`config.mk`:
```
export PLATFORM = sky130hd
export DESIGN_NAME = risc_fetch_unit
export DESIGN_NICKNAME = d
export VERILOG_FILES = /design/src/rtl/risc_fetch_unit.sv
export SDC_FILE = /design/constraint.sdc
export NUM_CORES = 1
export LEC_CHECK = 0
export ABC_AREA = 1
export BUFFER_PORTS_ARGS = -buffer_cell sky130_fd_sc_hd__buf_2
export CORE_ASPECT_RATIO = 1.1
export CORE_MARGIN = 5
export CORE_UTILIZATION = 51
export CTS_CLUSTER_DIAMETER = 40
export DETAILED_ROUTE_END_ITERATION = 7
export PLACE_DENSITY = 0.83
export SETUP_SLACK_MARGIN = 0.3
export SYNTH_ARGS = -nofsm -noshare
export SYNTH_HDL_FRONTEND = slang
export SYNTH_SLANG_ARGS = --single-unit
```
`constraint.sdc`:
```
create_clock -name clk -period 4 [get_ports clk]
set_clock_uncertainty 0.2 [all_clocks]
set_input_delay 0.4 -clock clk [delete_from_list [all_inputs] [get_ports clk]]
set_output_delay 0.4 -clock clk [all_outputs]
set_load 0.03 [all_outputs]
```
`src/rtl/risc_fetch_unit.sv`:
```
// risc_fetch_unit: instruction fetch stage for the RISC core.
// Drives the instruction-memory address, captures the returned word into the
// instruction register and hands it to decode with its fetch address and a
// valid flag. Supports stall, branch redirect with a one-bubble flush,
// halt (exit only by branch or reset) and a one-cycle PC wrap pulse.
//
// Ports:
//   clk           in   clock, rising edge
//   rst_n         in   asynchronous active-low reset
//   instruction   in   [IW] memory read data for address pc (same cycle)
//   stall         in   decode cannot accept; hold fetch state
//   branch_taken  in   redirect fetch to branch_target
//   branch_target in   [AW] redirect address
//   halt          in   stop fetching, enter HALTED
//   pc            out  [AW] current fetch address
//   ir            out  [IW] instruction register to decode
//   ir_pc         out  [AW] address the word in ir came from
//   ir_valid      out  ir holds a real fetched instruction
//   halted        out  unit is in HALTED
//   pc_wrap       out  one-cycle pulse after pc advanced from all-ones to 0
module risc_fetch_unit #(
  parameter int unsigned     IW       = 13,
  parameter int unsigned     AW       = 5,
  parameter logic [IW-1:0]   NOP      = '0,
  parameter logic [AW-1:0]   RESET_PC = '0
) (
  input  logic          clk,
  input  logic          rst_n,
  input  logic [IW-1:0] instruction,
  input  logic          stall,
  input  logic          branch_taken,
  input  logic [AW-1:0] branch_target,
  input  logic          halt,
  output logic [AW-1:0] pc,
  output logic [IW-1:0] ir,
  output logic [AW-1:0] ir_pc,
  output logic          ir_valid,
  output logic          halted,
  output logic          pc_wrap
);

  typedef enum logic {RUN, HALTED} state_t;

  state_t state, state_next;

  // State register
  always_ff @(posedge clk or negedge rst_n) begin
    if (!rst_n) state <= RUN;
    else        state <= state_next;
  end

  // Next-state logic: branch always returns to RUN, halt only acts from RUN
  always_comb begin
    state_next = state;
    if (branch_taken)              state_next = RUN;
    else if (state == RUN && halt) state_next = HALTED;
  end

  // Output decode
  always_comb begin
    halted = (state == HALTED);
  end

  // Fetch datapath, priority: branch > halted/halt > stall > advance
  always_ff @(posedge clk or negedge rst_n) begin
    if (!rst_n) begin
      pc       <= RESET_PC;
      ir       <= NOP;
      ir_pc    <= '0;
      ir_valid <= 1'b0;
      pc_wrap  <= 1'b0;
    end else begin
      pc_wrap <= 1'b0;
      if (branch_taken) begin
        // Flush: the word currently at pc is discarded, ir_pc keeps its value
        pc       <= branch_target;
        ir       <= NOP;
        ir_valid <= 1'b0;
      end else if (state == HALTED) begin
        ir_valid <= 1'b0;
      end else if (halt) begin
        ir       <= NOP;
        ir_valid <= 1'b0;
      end else if (!stall) begin
        ir       <= instruction;
        ir_pc    <= pc;
        ir_valid <= 1'b1;
        pc       <= pc + AW'(1);
        pc_wrap  <= (pc == '1);
      end
    end
  end

endmodule

```
* After elaboration in Yosys (flattened, before gate mapping) *
Index checks and enable logic that the tools add are counted.
W data, S select, Z words.

operators by class
  add/subtract/negate cells = 1
  eq/ne operators = 6
  muxes and demuxes = 18
  bitwise operators = 4
  reductions and logical operators = 5

operator list
  kind                   number
  $mux W13               4
  $mux W5                4
  $mux W1                10
  $add A5 B1 Y5 const B  1
  $eq A5 B5 Y1 const B   1
  $ne A2 B2 Y1 const B   2
  $ne A4 B1 Y1 const B   1
  $not A1 Y1             4
  $reduce_and A4 Y1      1
  $ne A3 B1 Y1 const B   1
  $reduce_and A3 Y1      1
  $ne A2 B1 Y1 const B   1
  $reduce_and A2 Y1      1
  $reduce_bool A2 Y1     1
  $logic_and A1 B1 Y1    1

word-level totals
  register bits = 26
  input port bits = 23
  output and inout bits = 26
  word-level logic and storage cells = 40

* Logic depth before layout (Yosys ltp) *
  depth after elaboration = 5
  mapped depth = 8

* Worst setup path after synthesis *
OpenSTA, ideal clock, no wires.

  kind = register to register
  from = register pc[0]
  to = register pc[4]
  setup time = 0.122 ns
  arrival time = 1.351 ns
  path slack = 2.327 ns
  cell stages (with the launch flop) = 9
  buffers on the path = 0
  cells stage by stage = dfrtp_1 ha_1 nand2_1 nor2_1 ha_1 nand2_1 nand2_1 nand2_1 o21ai_1

on the way
  cells in the longest elaborated chain, start to end = 5

RTL lines
  element                 RTL line  source
  start, declared         34        output logic [AW-1:0] pc,
  start signal, assigned  76        pc <= branch_target;
  start signal, assigned  88        pc <= pc + AW'(1);
  $add A5 B1 Y5           88
  $mux W5                 84        end else if (!stall) begin
  $mux W5                 81        end else if (halt) begin
  $mux W5                 79        end else if (state == HALTED) begin
  $mux W5                 74        if (branch_taken) begin

No other way between the ends. The select of a mux whose other input is x is not followed.
A chain may end at the register's enable or synchronous reset.

* Final worst setup path *
  from = register pc[0]
  to = output port pc[0]

No word-level cell between the ends.

==> flow_summary.ini <==
[sta]
report.final.slew_viol_count = 0
fmax_ghz = 0.6058
tns_ns = 0
slew_headroom_pct = 47.94
finalCritPeriodShare_pct = 41.27
setup_viol = 0
hold_ws_ns = 0.1058
fin_crit_ns = 1.651
hold_violations = 0
rsz0062_at_grt = no
tightest_slew_ns = 0.7779

[global_route]
grt_pass1_wl_um = 4698
grt.total_usage_pct = 15.99
grt_pass1_vias = 1060
grt_antenna_before_repair = 0
grt_max_degree = 27
grt-ovfl-total = 0

[routing]
wire_per_inst_um = 12.82
firstDrtPassIters = 4
drc_errors = 0
vias = 1066
final_antenna_net_count = 0
drt_iter0_markers = 24
drt-total-wl_um = 2756
viasPerCell = 4.958

[clock_tree]
clock_path_buffers = 2
path_clk_slew_ns = 0.16
ctsHoldBuffers = 1
clk_latency_ns = 0.33
cts_tree = built
cts_buffers = 3
cts_resized = 0
cts.sinks = 26
post_cts_buffers = 0
htree_levels = 1
cts_root_buffer = clkbuf_4

[critical_path]
crit_buf_inv = 1
worstPathArrival_ns = 1.05
cp_slowest_cell = dfrtp_1
r2r-start = pc[0]$_DFFE_PN0P_
required_ns = 3.40
critPathKind = flop to output pin
crit_chain = buf_2
cp_max_fo = 6
reg2reg_to = pc[4]$_DFFE_PN0P_
crit_path_start_kind = flop
crit_family = flip-flops
regToRegSetupSlack_ns = 2.37
crit_path_max_incr_delay_ns = 0.48
r2r_cells = 8
cp-end-kind = output pin

[min_path]
worstHoldEndpoint = ir[7]$_DFFE_PN0P_
hold_depth = 3
min_path_type = input port to flop
min_from = instruction[7]

[placed_design]
io_buffers = 48
dp_hpwl_um = 2094
gp_congestion = 0.8893

[synthesis]
synthTopCellsByArea = dfrtp_1 52%, nand2_1 16%, o21ai_2 9.0%
synth_seq_cells = 26
yosys.area.top_type = dfrtp_1
yosys_warnings = 0
synthDistinctLibCells = 20
yosysSeqAreaShare_pct = 51.69
syn_nets = 162
synth_top_area_share_pct = 51.69
postSynthCellCount = 137
avgSynthCellArea_um2 = 9.188
synthesis.area_um2 = 1259

[floorplanning]
io_pins = 49
fp-row-count = 18
start_util_pct = 54.79
die_h_um = 62.11
die_x_um = 57.37
coreArea_um2 = 2297
die_area_um2 = 3563

[job]
drv_cap = 0

[final_layout]
area_delta_synth_final_pct = 23.06
diodes = 0
multi_input_area_um2 = 504.2
area.sequential_um2 = 650.6
fillers = 194
fin_nets = 211
drive_above_1_share_pct = 40.00
final_core_util_pct = 67.43

[power_and_ir_drop]
leakagePower_uw = 0.0008487
ir_drop_uv = 304.7
p_total_uw = 689.3
power.density_nw_per_um2 = 445.0

[status]
status = complete, no violations
[routing by layer]
metal	global-route usage (%)	vias to the layer above	part of all wire [%]	wire, µm
met3	3.512	4	7.6	210
met4	4.348	0	0.65	18
met2	27.68	33	51	1402
li1	-	527	-	-
met5	0	-	0	0
met1	19.66	502	41	1124
[registers in the layout, summed over array words and instances, names as in the netlist]
name      cells
pc            5
halted        1
ir           13
pc_wrap       1
ir_pc         5
ir_valid      1
[kinds of logic (layout without fill, tap and decap cells)]
| family | after synthesis | after routing | share of synthesized area (%) |
|---|---|---|---|
| compound gates | 23 | 23 | 13.92 |
| fa+ha+maj | 2 | 2 | 1.988 |
| buf+inv | 16 | 64 | 8.250 |
| flops | 26 | 26 | 51.69 |
| simple gates | 70 | 70 | 24.16 |
[power breakdown]
part	total (µW)	internal, µW	switching [µW]
clock network	182	101	80.5
logic	189	57.3	132
registers	318	293	25.3
total	689	452	238
[synth_stat cells]
cell / n
nor2_1: 4
clkinv_8: 1
nand2_1: 55
nor2_4: 2
ha_1: 2
buf_6: 4
nand3_1: 4
inv_2: 1
nand2_4: 1
o21ai_0: 5
inv_1: 9
nand4_1: 1
o21ai_2: 13
o21ai_4: 1
or2_2: 1
dfrtp_1: 26
o21ai_1: 4
nand3_2: 1
nor2_2: 1
buf_2: 1
[placed cells by master (no fill, tap or decap)]
cell type and instances:
nand2_1 55, buf_2 48, dfrtp_1 26, o21ai_2 13, inv_1 9, o21ai_0 5, nor2_1 4, nand3_1 4
o21ai_1 4, clkbuf_4 3, nor2_4 2, ha_1 2, nand3_2 1, clkinv_8 1, nand2_4 1, o21ai_4 1
nor2_2 1, or2_2 1, inv_2 1, nand4_1 1, bufinv_16 1, dlygate4sd3_1 1
[stage by stage]
stage	area, µm²	setup WS, ns	instances
3_5_place_dp	1486	2.127	210
4_1_cts	1549	2.355	215
2_1_floorplan	1259	2.327	137
5_1_grt	1549	2.253	215
3_3_place_gp	1486	2.197	210
6_report	1549	2.349	215
[layout make-up]
| cell class | count | share of cell area (%) |
|---|---|---|
| Sequential cell | 26 | 42.00 |
| Multi-Input combinational cell | 95 | 32.55 |
| Timing Repair Buffer | 49 | 16.16 |
| Inverter | 11 | 3.473 |
| Tap cell | 30 | 2.423 |
| Clock inverter | 1 | 1.939 |
| Clock buffer | 3 | 1.454 |
[worst max path at each step]
stage,from,endpoint,slack [ns],cells past startpoint
6_report,pc[0]$_DFFE_PN0P_,pc[0],2.35,1
2_1_floorplan,pc[0]$_DFFE_PN0P_,pc[4]$_DFFE_PN0P_,2.33,8
4_1_cts,pc[0]$_DFFE_PN0P_,pc[0],2.36,1
5_1_grt,pc[0]$_DFFE_PN0P_,pc[4]$_DFFE_PN0P_,2.25,8
3_5_place_dp,branch_taken,ir[5]$_DFFE_PN0P_,2.13,6
3_3_place_gp,branch_taken,ir[12]$_DFFE_PN0P_,2.20,6
(Power assumes the default switching activity.)
